$ cat src/rtl/axi4stream_sink_pkg.sv
// Shared types and constants for the AXI4-Stream sink: ready modes, packet states, LFSR setup.
package axi4stream_sink_pkg;

    typedef enum logic [1:0] {
        RDY_ALWAYS  = 2'd0,
        RDY_NEVER   = 2'd1,
        RDY_PATTERN = 2'd2,
        RDY_LFSR    = 2'd3
    } rdy_mode_t;

    typedef enum logic {
        IDLE   = 1'b0,
        IN_PKT = 1'b1
    } pkt_state_t;

    localparam logic [15:0] LFSR_SEED = 16'hACE1;
    localparam logic [15:0] LFSR_TAPS = 16'hB400;

    // Left-shifting Fibonacci form of x^16+x^14+x^13+x^11+1; taps at bits 15,13,12,10.
    function automatic logic [15:0] lfsr_next(input logic [15:0] s);
        return {s[14:0], ^(s & LFSR_TAPS)};
    endfunction

endpackage

$ cat src/rtl/axi4stream_sink_fifo.sv
// Synchronous capture FIFO with full/empty flags; the read port holds the last popped
// entry while empty.
module axi4stream_sink_fifo #(
    parameter int unsigned WIDTH = 10,
    parameter int unsigned DEPTH = 16
) (
    input  logic             i_clk,
    input  logic             i_rst,
    input  logic             i_push,
    input  logic [WIDTH-1:0] i_wdata,
    input  logic             i_pop,
    output logic [WIDTH-1:0] o_rdata,
    output logic             o_full,
    output logic             o_empty
);

    localparam int unsigned AW = $clog2(DEPTH);

    logic [WIDTH-1:0] r_mem [DEPTH];
    logic [AW:0]      r_wr_ptr;
    logic [AW:0]      r_rd_ptr;
    logic             w_full;
    logic             w_empty;
    logic             w_do_push;
    logic             w_do_pop;
    logic [AW-1:0]    w_rd_idx;

    assign w_full    = (r_wr_ptr[AW] != r_rd_ptr[AW]) &&
                       (r_wr_ptr[AW-1:0] == r_rd_ptr[AW-1:0]);
    assign w_empty   = (r_wr_ptr == r_rd_ptr);
    assign w_do_push = i_push & ~w_full;
    assign w_do_pop  = i_pop & ~w_empty;

    always_ff @(posedge i_clk) begin
        if (i_rst) begin
            r_wr_ptr <= '0;
            r_rd_ptr <= '0;
        end else begin
            if (w_do_push) r_wr_ptr <= r_wr_ptr + (AW+1)'(1);
            if (w_do_pop)  r_rd_ptr <= r_rd_ptr + (AW+1)'(1);
        end
    end

    always_ff @(posedge i_clk) begin
        if (!i_rst && w_do_push) r_mem[r_wr_ptr[AW-1:0]] <= i_wdata;
    end

    // When empty, point one slot back so the last popped entry stays on the port.
    assign w_rd_idx = w_empty ? (r_rd_ptr[AW-1:0] - AW'(1)) : r_rd_ptr[AW-1:0];
    assign o_rdata  = r_mem[w_rd_idx];
    assign o_full   = w_full;
    assign o_empty  = w_empty;

endmodule

$ cat src/rtl/axi4stream_slv_sink.sv
// AXI4-Stream slave sink: programmable TREADY backpressure, capture FIFO, beat/byte/packet
// counters. Optional stream pattern checker enabled by AXIS_SINK_PATTERN_CHECK_EN.
module axi4stream_slv_sink
    import axi4stream_sink_pkg::*;
#(
    parameter int unsigned DATA_WIDTH = 8,
    parameter int unsigned HAS_TLAST  = 1,
    parameter int unsigned HAS_TKEEP  = 0,
    parameter int unsigned FIFO_DEPTH = 16,
    parameter int unsigned CNT_WIDTH  = 32
) (
    input  logic                    aclk,
    input  logic                    areset,
    input  logic [DATA_WIDTH-1:0]   s_tdata,
    input  logic [DATA_WIDTH/8-1:0] s_tkeep,
    input  logic                    s_tlast,
    input  logic                    s_tvalid,
    output logic                    s_tready,
    input  logic [1:0]              rdy_mode,
    input  logic [7:0]              rdy_pattern,
    output logic [DATA_WIDTH-1:0]   cap_tdata,
    output logic [DATA_WIDTH/8-1:0] cap_tkeep,
    output logic                    cap_tlast,
    output logic                    cap_valid,
    input  logic                    cap_ready,
    output logic [CNT_WIDTH-1:0]    beat_cnt,
    output logic [CNT_WIDTH-1:0]    byte_cnt,
    output logic [CNT_WIDTH-1:0]    pkt_cnt,
    output logic                    in_pkt,
    output logic                    err
);

    localparam int unsigned KW  = DATA_WIDTH / 8;
    localparam int unsigned NBW = $clog2(KW + 1);
    localparam int unsigned FW  = DATA_WIDTH + KW + 1;

    logic                 r_gate;
    logic                 w_gate_d;
    logic [2:0]           r_phase;
    logic [15:0]          r_lfsr;
    logic                 w_full;
    logic                 w_empty;
    logic                 w_accept;
    logic [KW-1:0]        w_keep;
    logic                 w_last;
    logic [NBW-1:0]       w_nbytes;
    logic [FW-1:0]        w_rdata;
    logic [CNT_WIDTH-1:0] r_beat_cnt;
    logic [CNT_WIDTH-1:0] r_byte_cnt;
    logic [CNT_WIDTH-1:0] r_pkt_cnt;
    logic [CNT_WIDTH:0]   w_beat_sum;
    logic [CNT_WIDTH:0]   w_byte_sum;
    logic [CNT_WIDTH:0]   w_pkt_sum;
    pkt_state_t           r_state;
    pkt_state_t           w_state_d;

    always_ff @(posedge aclk) begin
        if (areset) begin
            r_gate  <= 1'b0;
            r_phase <= 3'd0;
            r_lfsr  <= LFSR_SEED;
        end else begin
            r_gate  <= w_gate_d;
            r_phase <= r_phase + 3'd1;
            r_lfsr  <= lfsr_next(r_lfsr);
        end
    end

    always_comb begin
        w_gate_d = 1'b0;
        case (rdy_mode_t'(rdy_mode))
            RDY_ALWAYS:  w_gate_d = 1'b1;
            RDY_NEVER:   w_gate_d = 1'b0;
            RDY_PATTERN: w_gate_d = rdy_pattern[r_phase];
            RDY_LFSR:    w_gate_d = r_lfsr[0];
            default:     w_gate_d = 1'b0;
        endcase
    end

    // Masked by areset so upstream never sees a handshake the reset will discard.
    assign s_tready = r_gate & ~w_full & ~areset;
    assign w_accept = s_tvalid & s_tready;
    assign w_keep   = (HAS_TKEEP != 0) ? s_tkeep : {KW{1'b1}};
    assign w_last   = (HAS_TLAST != 0) & s_tlast;

    always_comb begin
        w_nbytes = '0;
        for (int unsigned i = 0; i < KW; i++) begin
            w_nbytes = w_nbytes + NBW'(w_keep[i]);
        end
    end

    axi4stream_sink_fifo #(
        .WIDTH (FW),
        .DEPTH (FIFO_DEPTH)
    ) u_fifo (
        .i_clk   (aclk),
        .i_rst   (areset),
        .i_push  (w_accept),
        .i_wdata ({w_last, w_keep, s_tdata}),
        .i_pop   (cap_ready),
        .o_rdata (w_rdata),
        .o_full  (w_full),
        .o_empty (w_empty)
    );

    assign cap_tdata = w_rdata[DATA_WIDTH-1:0];
    assign cap_tkeep = w_rdata[DATA_WIDTH +: KW];
    assign cap_tlast = w_rdata[FW-1];
    assign cap_valid = ~w_empty;

    // Sums carry one extra bit; a set MSB means the counter saturates at all-ones.
    always_comb begin
        w_beat_sum = {1'b0, r_beat_cnt} + (CNT_WIDTH+1)'(1);
        w_byte_sum = {1'b0, r_byte_cnt} + (CNT_WIDTH+1)'(w_nbytes);
        w_pkt_sum  = {1'b0, r_pkt_cnt} + (CNT_WIDTH+1)'(1);
    end

    always_ff @(posedge aclk) begin
        if (areset) begin
            r_beat_cnt <= '0;
            r_byte_cnt <= '0;
            r_pkt_cnt  <= '0;
        end else if (w_accept) begin
            r_beat_cnt <= w_beat_sum[CNT_WIDTH] ? '1 : w_beat_sum[CNT_WIDTH-1:0];
            r_byte_cnt <= w_byte_sum[CNT_WIDTH] ? '1 : w_byte_sum[CNT_WIDTH-1:0];
            if (w_last) begin
                r_pkt_cnt <= w_pkt_sum[CNT_WIDTH] ? '1 : w_pkt_sum[CNT_WIDTH-1:0];
            end
        end
    end

    assign beat_cnt = r_beat_cnt;
    assign byte_cnt = r_byte_cnt;
    assign pkt_cnt  = r_pkt_cnt;

    always_ff @(posedge aclk) begin
        if (areset) r_state <= IDLE;
        else        r_state <= w_state_d;
    end

    always_comb begin
        w_state_d = r_state;
        if (w_accept && (HAS_TLAST != 0)) begin
            case (r_state)
                IDLE:    if (!w_last) w_state_d = IN_PKT;
                IN_PKT:  if (w_last)  w_state_d = IDLE;
                default: w_state_d = IDLE;
            endcase
        end
    end

    always_comb begin
        in_pkt = (r_state == IN_PKT);
    end

`ifdef AXIS_SINK_PATTERN_CHECK_EN
    logic [7:0] r_exp;
    logic       r_err;
    logic       w_mismatch;

    // Kept lanes are contiguous from lane 0, so lane i carries the stream's byte exp+i.
    always_comb begin
        w_mismatch = 1'b0;
        for (int unsigned i = 0; i < KW; i++) begin
            if ((i < 32'(w_nbytes)) && (s_tdata[8*i +: 8] != (r_exp + 8'(i)))) begin
                w_mismatch = 1'b1;
            end
        end
    end

    always_ff @(posedge aclk) begin
        if (areset) begin
            r_exp <= 8'd0;
            r_err <= 1'b0;
        end else if (w_accept) begin
            r_exp <= r_exp + 8'(w_nbytes);
            if (w_mismatch) r_err <= 1'b1;
        end
    end

    assign err = r_err;
`else
    assign err = 1'b0;
`endif

endmodule

$ cat config.mk
export PLATFORM = sky130hd
export DESIGN_NAME = axi4stream_slv_sink
export DESIGN_NICKNAME = d
export VERILOG_FILES = /design/src/rtl/axi4stream_sink_pkg.sv /design/src/rtl/axi4stream_sink_fifo.sv /design/src/rtl/axi4stream_slv_sink.sv
export SDC_FILE = /design/constraint.sdc
export NUM_CORES = 1
export LEC_CHECK = 0
export ABC_AREA = 1
export BUFFER_PORTS_ARGS = -buffer_cell sky130_fd_sc_hd__buf_2
export CAP_MARGIN = 15
export CELL_PAD_IN_SITES_DETAIL_PLACEMENT = 2
export CELL_PAD_IN_SITES_GLOBAL_PLACEMENT = 2
export CORE_ASPECT_RATIO = 1.5
export CORE_MARGIN = 2
export CORE_UTILIZATION = 32
export DETAILED_ROUTE_END_ITERATION = 6
export HOLD_SLACK_MARGIN = 0.1
export PLACE_DENSITY_LB_ADDON = 0.1
export SLEW_MARGIN = 5
export SYNTH_ARGS = -nofsm -noshare
export SYNTH_HDL_FRONTEND = slang
export SYNTH_HIERARCHICAL = 1
export SYNTH_SLANG_ARGS = --single-unit
$ cat constraint.sdc
create_clock -name aclk -period 3 [get_ports aclk]
set_input_delay 0.3 -clock aclk [delete_from_list [all_inputs] [get_ports aclk]]
set_output_delay 0.3 -clock aclk [all_outputs]
set_load 0.03 [all_outputs]
==> impl_metrics.csv <==
group,metric,value,unit
outcome,outcome,"finished, violations left",
outcome,violations,"setup timing",
setup_path,cp_max_fo,5,
synth,synth_area,14200,sq um
timing,drv_slew,0,
cts,htreeDepth,1,
placed_design,io_buffers,131,
floorplan,row_count,94,
floorplan,start_util,32.4,%
layout,area_growth,25.1,%
setup_path,critical_path_depth,13,
global_routing,grt_usage,21.5,%
routing,vias_per_cell,4.96,
layout,drive_above_1_share,17.6,%
floorplan,dieArea,46200,sq um
synth,synth_cell_type_count,36,
placed_design,dp_hpwl,34300,um
routing,ant_nets,0,
global_routing,grt.busiest_layer,"met2",
global_routing,grtUsageMet1,22.3,%
pwr,swShare,34.7,%
timing,finClkSkew,0.0163,ns
pwr,ir_drop,0.421,mV
synth,syn_inst,1814,
setup_path,crit_arrival,2.71,ns
routing,drtPass1Iterations,4,
pwr,power.total,12.4,mW
pwr,combPwrFrac,33.2,%
min_path,hold_path_depth,3,
timing,max_freq,332,MHz
setup_path,end_kind,"primary output",
synth,yosysSeqAreaShare,51.7,%
setup_path,critPathTopFamily,"simple AND/OR/NAND/NOR gates",
routing,vias,13000,
global_routing,grt_max_degree,68,
floorplan,ios,134,
setup_path,cp-start-kind,"register",
placed_design,gp_congestion,0.788,
setup_path,crit_chain,"inv_4 > nand2_2 > nand2_2 > nor2_4 > nand3_4 > nor2_4 > xor2_4 > buf_12 > clkbuf_16 > nand3_2 > nand3_1 > nand2_2 > buf_6",
synth,synth_area_per_cell,7.84,sq um
pwr,power_density,698,nW/um^2
flow_run,cap_violations,0,
pwr,p_int,8.11,mW
cts,cts_tree,"built",
cts,clk_path_buf_depth,3,
synth,async_flop_share,0,%
setup_path,r2r.worst_path.cells,12,
layout,diodes,0,
min_path,hold_class,"in -> reg",
pwr,clkPwrFrac,32.9,%
synth,synth_edf_count,160,
timing,finalCritPeriodShare,100,%
cts,clock_sink_count,287,
synth,ys_ff_latch,287,
synth,yosys_warnings,6,
timing,fin_crit,3.01,ns
setup_path,critPathKind,"reg -> out",
timing,rsz0062_at_grt,"yes",
layout,fin_nets,2045,
synth,synth_flop_cell,"edfxtp_1",
routing,wire_per_inst,20.0,um
timing,hold_viol,0,
global_routing,antenna_found_initial,1,
setup_path,cpMostUsedCell,"nand2_2",
cts,insertion_delay,0.58,ns
cts,cts_buffers,31,
layout,final_area,17800,sq um
floorplan,coreArea,43900,sq um
layout,final_core_util,40.5,%
placed_design,post_dp_cell_area,15700,sq um
floorplan,die_h,262,um
global_routing,grt_pass1_vias,13900,
pwr,pwr-share-seq,33.9,%
timing,slew_headroom,51.7,%
global_routing,use_met3,2.94,%
timing,finalSetupViolCount,1,
setup_path,endpoint,"cap_tkeep",
floorplan,die_w,176,um
setup_path,path_buf_inv,4,
setup_path,max_stage_delay,0.39,ns
timing,worstMarginPinSlew,0.725,ns
setup_path,critPathLaunch,"u_fifo/r_rd_ptr[3]$_SDFFE_PP0P_",
setup_path,cp_slowest_cell,"dfxtp_4",
cts,clk_pin_slew_worst_paths,0.06,ns
timing,finalWorstSetupSlack,-0.00937,ns
setup_path,regToRegStartpoint,"u_fifo/r_rd_ptr[4]$_SDFFE_PP0P_",
global_routing,grt_pass1_wl,77600,um
setup_path,required,2.70,ns
routing,initialDrtViolationCount,425,
routing,wl,52300,um
pwr,p_leak,7.84,nW
global_routing,overflow,0,
setup_path,reg2reg_to,"u_fifo/r_mem[7][8]$_DFFE_PP_",
cts,cts-root-buf,"clkbuf_16",
pwr,switchingPower,4.31,mW
global_routing,use_met2,44.2,%
routing,drc_errors,0,
setup_path,reg2reg_slack,0.28,ns
==> power groups by stage <==
stage          registers [mW]  clock network [mW]  logic, mW
5_1_grt                  4.21                4.33       4.38
6_report                 4.21                4.08       4.13
3_3_place_gp             4.29                   0       2.65
2_1_floorplan            4.29                   0       1.73
4_1_cts                  4.21                4.17       3.25
3_5_place_dp             4.29                   0       2.72
==> area by class of cell <==
class / instances / area, sq um
sequential: 287 / 7380
fill: 5023 / 26100
multi-input combinational: 1163 / 5770
clock buffer: 38 / 832
tap: 576 / 721
clock inverter: 19 / 226
timing repair buffer: 205 / 1610
inverter: 323 / 1250
==> through the flow <==
step	hold slack, ns	std cells	setup TNS, ns	setup WS (ns)
after global routing	0.121	2611	-0.739	-0.118
after CTS	0.115	2594	-0.424	-0.0661
after floorplan	0.379	1829	0	0.0378
after detailed placement	0.399	2523	0	0.0742
after global placement	0.393	2523	0	0.199
final	0.134	2611	-0.00937	-0.00937
==> registers in the layout (all words and copies together), names as in the netlist <==
signal           flops
r_lfsr              16
byte_cnt            32
u_fifo/r_rd_ptr      5
r_phase              3
r_gate               1
pkt_cnt             32
u_fifo/r_wr_ptr      5
beat_cnt            32
in_pkt               1
u_fifo/r_mem       160
==> logic make-up after synthesis <==
group                      Yosys count  share of synthesized area, %
adders and majority gates           10                         0.880
and+or+nand+nor                   1012                          31.3
AOI/OAI and AO/OA                   89                          3.33
buffers and inverters              380                          10.6
DFF                                287                          51.7
other                                2                        0.0528
xor gates and xnor gates            34                          2.15
==> metal layers <==
metal,routed length (um),part of all wire (%)
met1,18700,36
met2,29900,57
met3,1870,3.6
met4,1890,3.6
met5,13,0.025
==> synth_stat cells, types with 6 or more instances <==
master | count | share of area (%)
nand2_1 | 496 | 13
inv_1 | 313 | 8.3
nand3_1 | 256 | 9.0
nor2_1 | 165 | 4.4
edfxtp_1 | 160 | 34
dfxtp_1 | 127 | 18
a21oi_1 | 47 | 1.7
buf_2 | 36 | 1.3
nand3b_1 | 34 | 1.8
xor2_1 | 24 | 1.5
o21ai_0 | 22 | 0.77
a31oi_1 | 18 | 0.79
nand4_1 | 18 | 0.79
clkbuf_1 | 13 | 0.34
or2_2 | 11 | 0.48
ha_1 | 10 | 0.88
nor3_1 | 9 | 0.32
xnor2_1 | 9 | 0.55
inv_2 | 8 | 0.21
nor2_2 | 7 | 0.31
nor2_4 | 6 | 0.48
==> worst min-delay path by stage <==
stage,from,end
final,cap_ready,u_fifo/r_rd_ptr[1]$_SDFFE_PP0P_
after CTS,cap_ready,u_fifo/r_rd_ptr[0]$_SDFFE_PP0P_
after floorplan,areset,u_fifo/r_wr_ptr[0]$_SDFFE_PP0P_
after global placement,r_lfsr[14]$_SDFF_PP0_,r_lfsr[15]$_SDFF_PP1_
after global routing,s_tdata[0],u_fifo/r_mem[13][0]$_DFFE_PP_
after detailed placement,r_lfsr[4]$_SDFF_PP0_,r_lfsr[5]$_SDFF_PP1_
==> what timing repair did <==
action | CTS | global route
endpoints found under the setup margin | 10 | 15
endpoints found under the hold margin | 4 | 0
pin swaps | 5 | 22
buffers inserted | 5 | 7
resized for setup | 51 | 97
hold buffers | 5 | 0
cloned | 4 | 11
==> tightest hold or removal path, stage by stage <==
cell	delay (ns)
buf_2	0.10
nand2_1	0.17
a21oi_1	0.09
==> layout by cell type, fill, tap and decap left out, types with 34 or more instances in the layout <==
cell and count:
nand2_1 474, clkbuf_16 39, nor2_1 165, a21oi_1 47, inv_1 310, edfxtp_1 160, dfxtp_1 119, nand3_1 225
buf_2 121, nand3b_1 34, buf_4 45
Note: power is estimated with default switching activity, not from simulation.
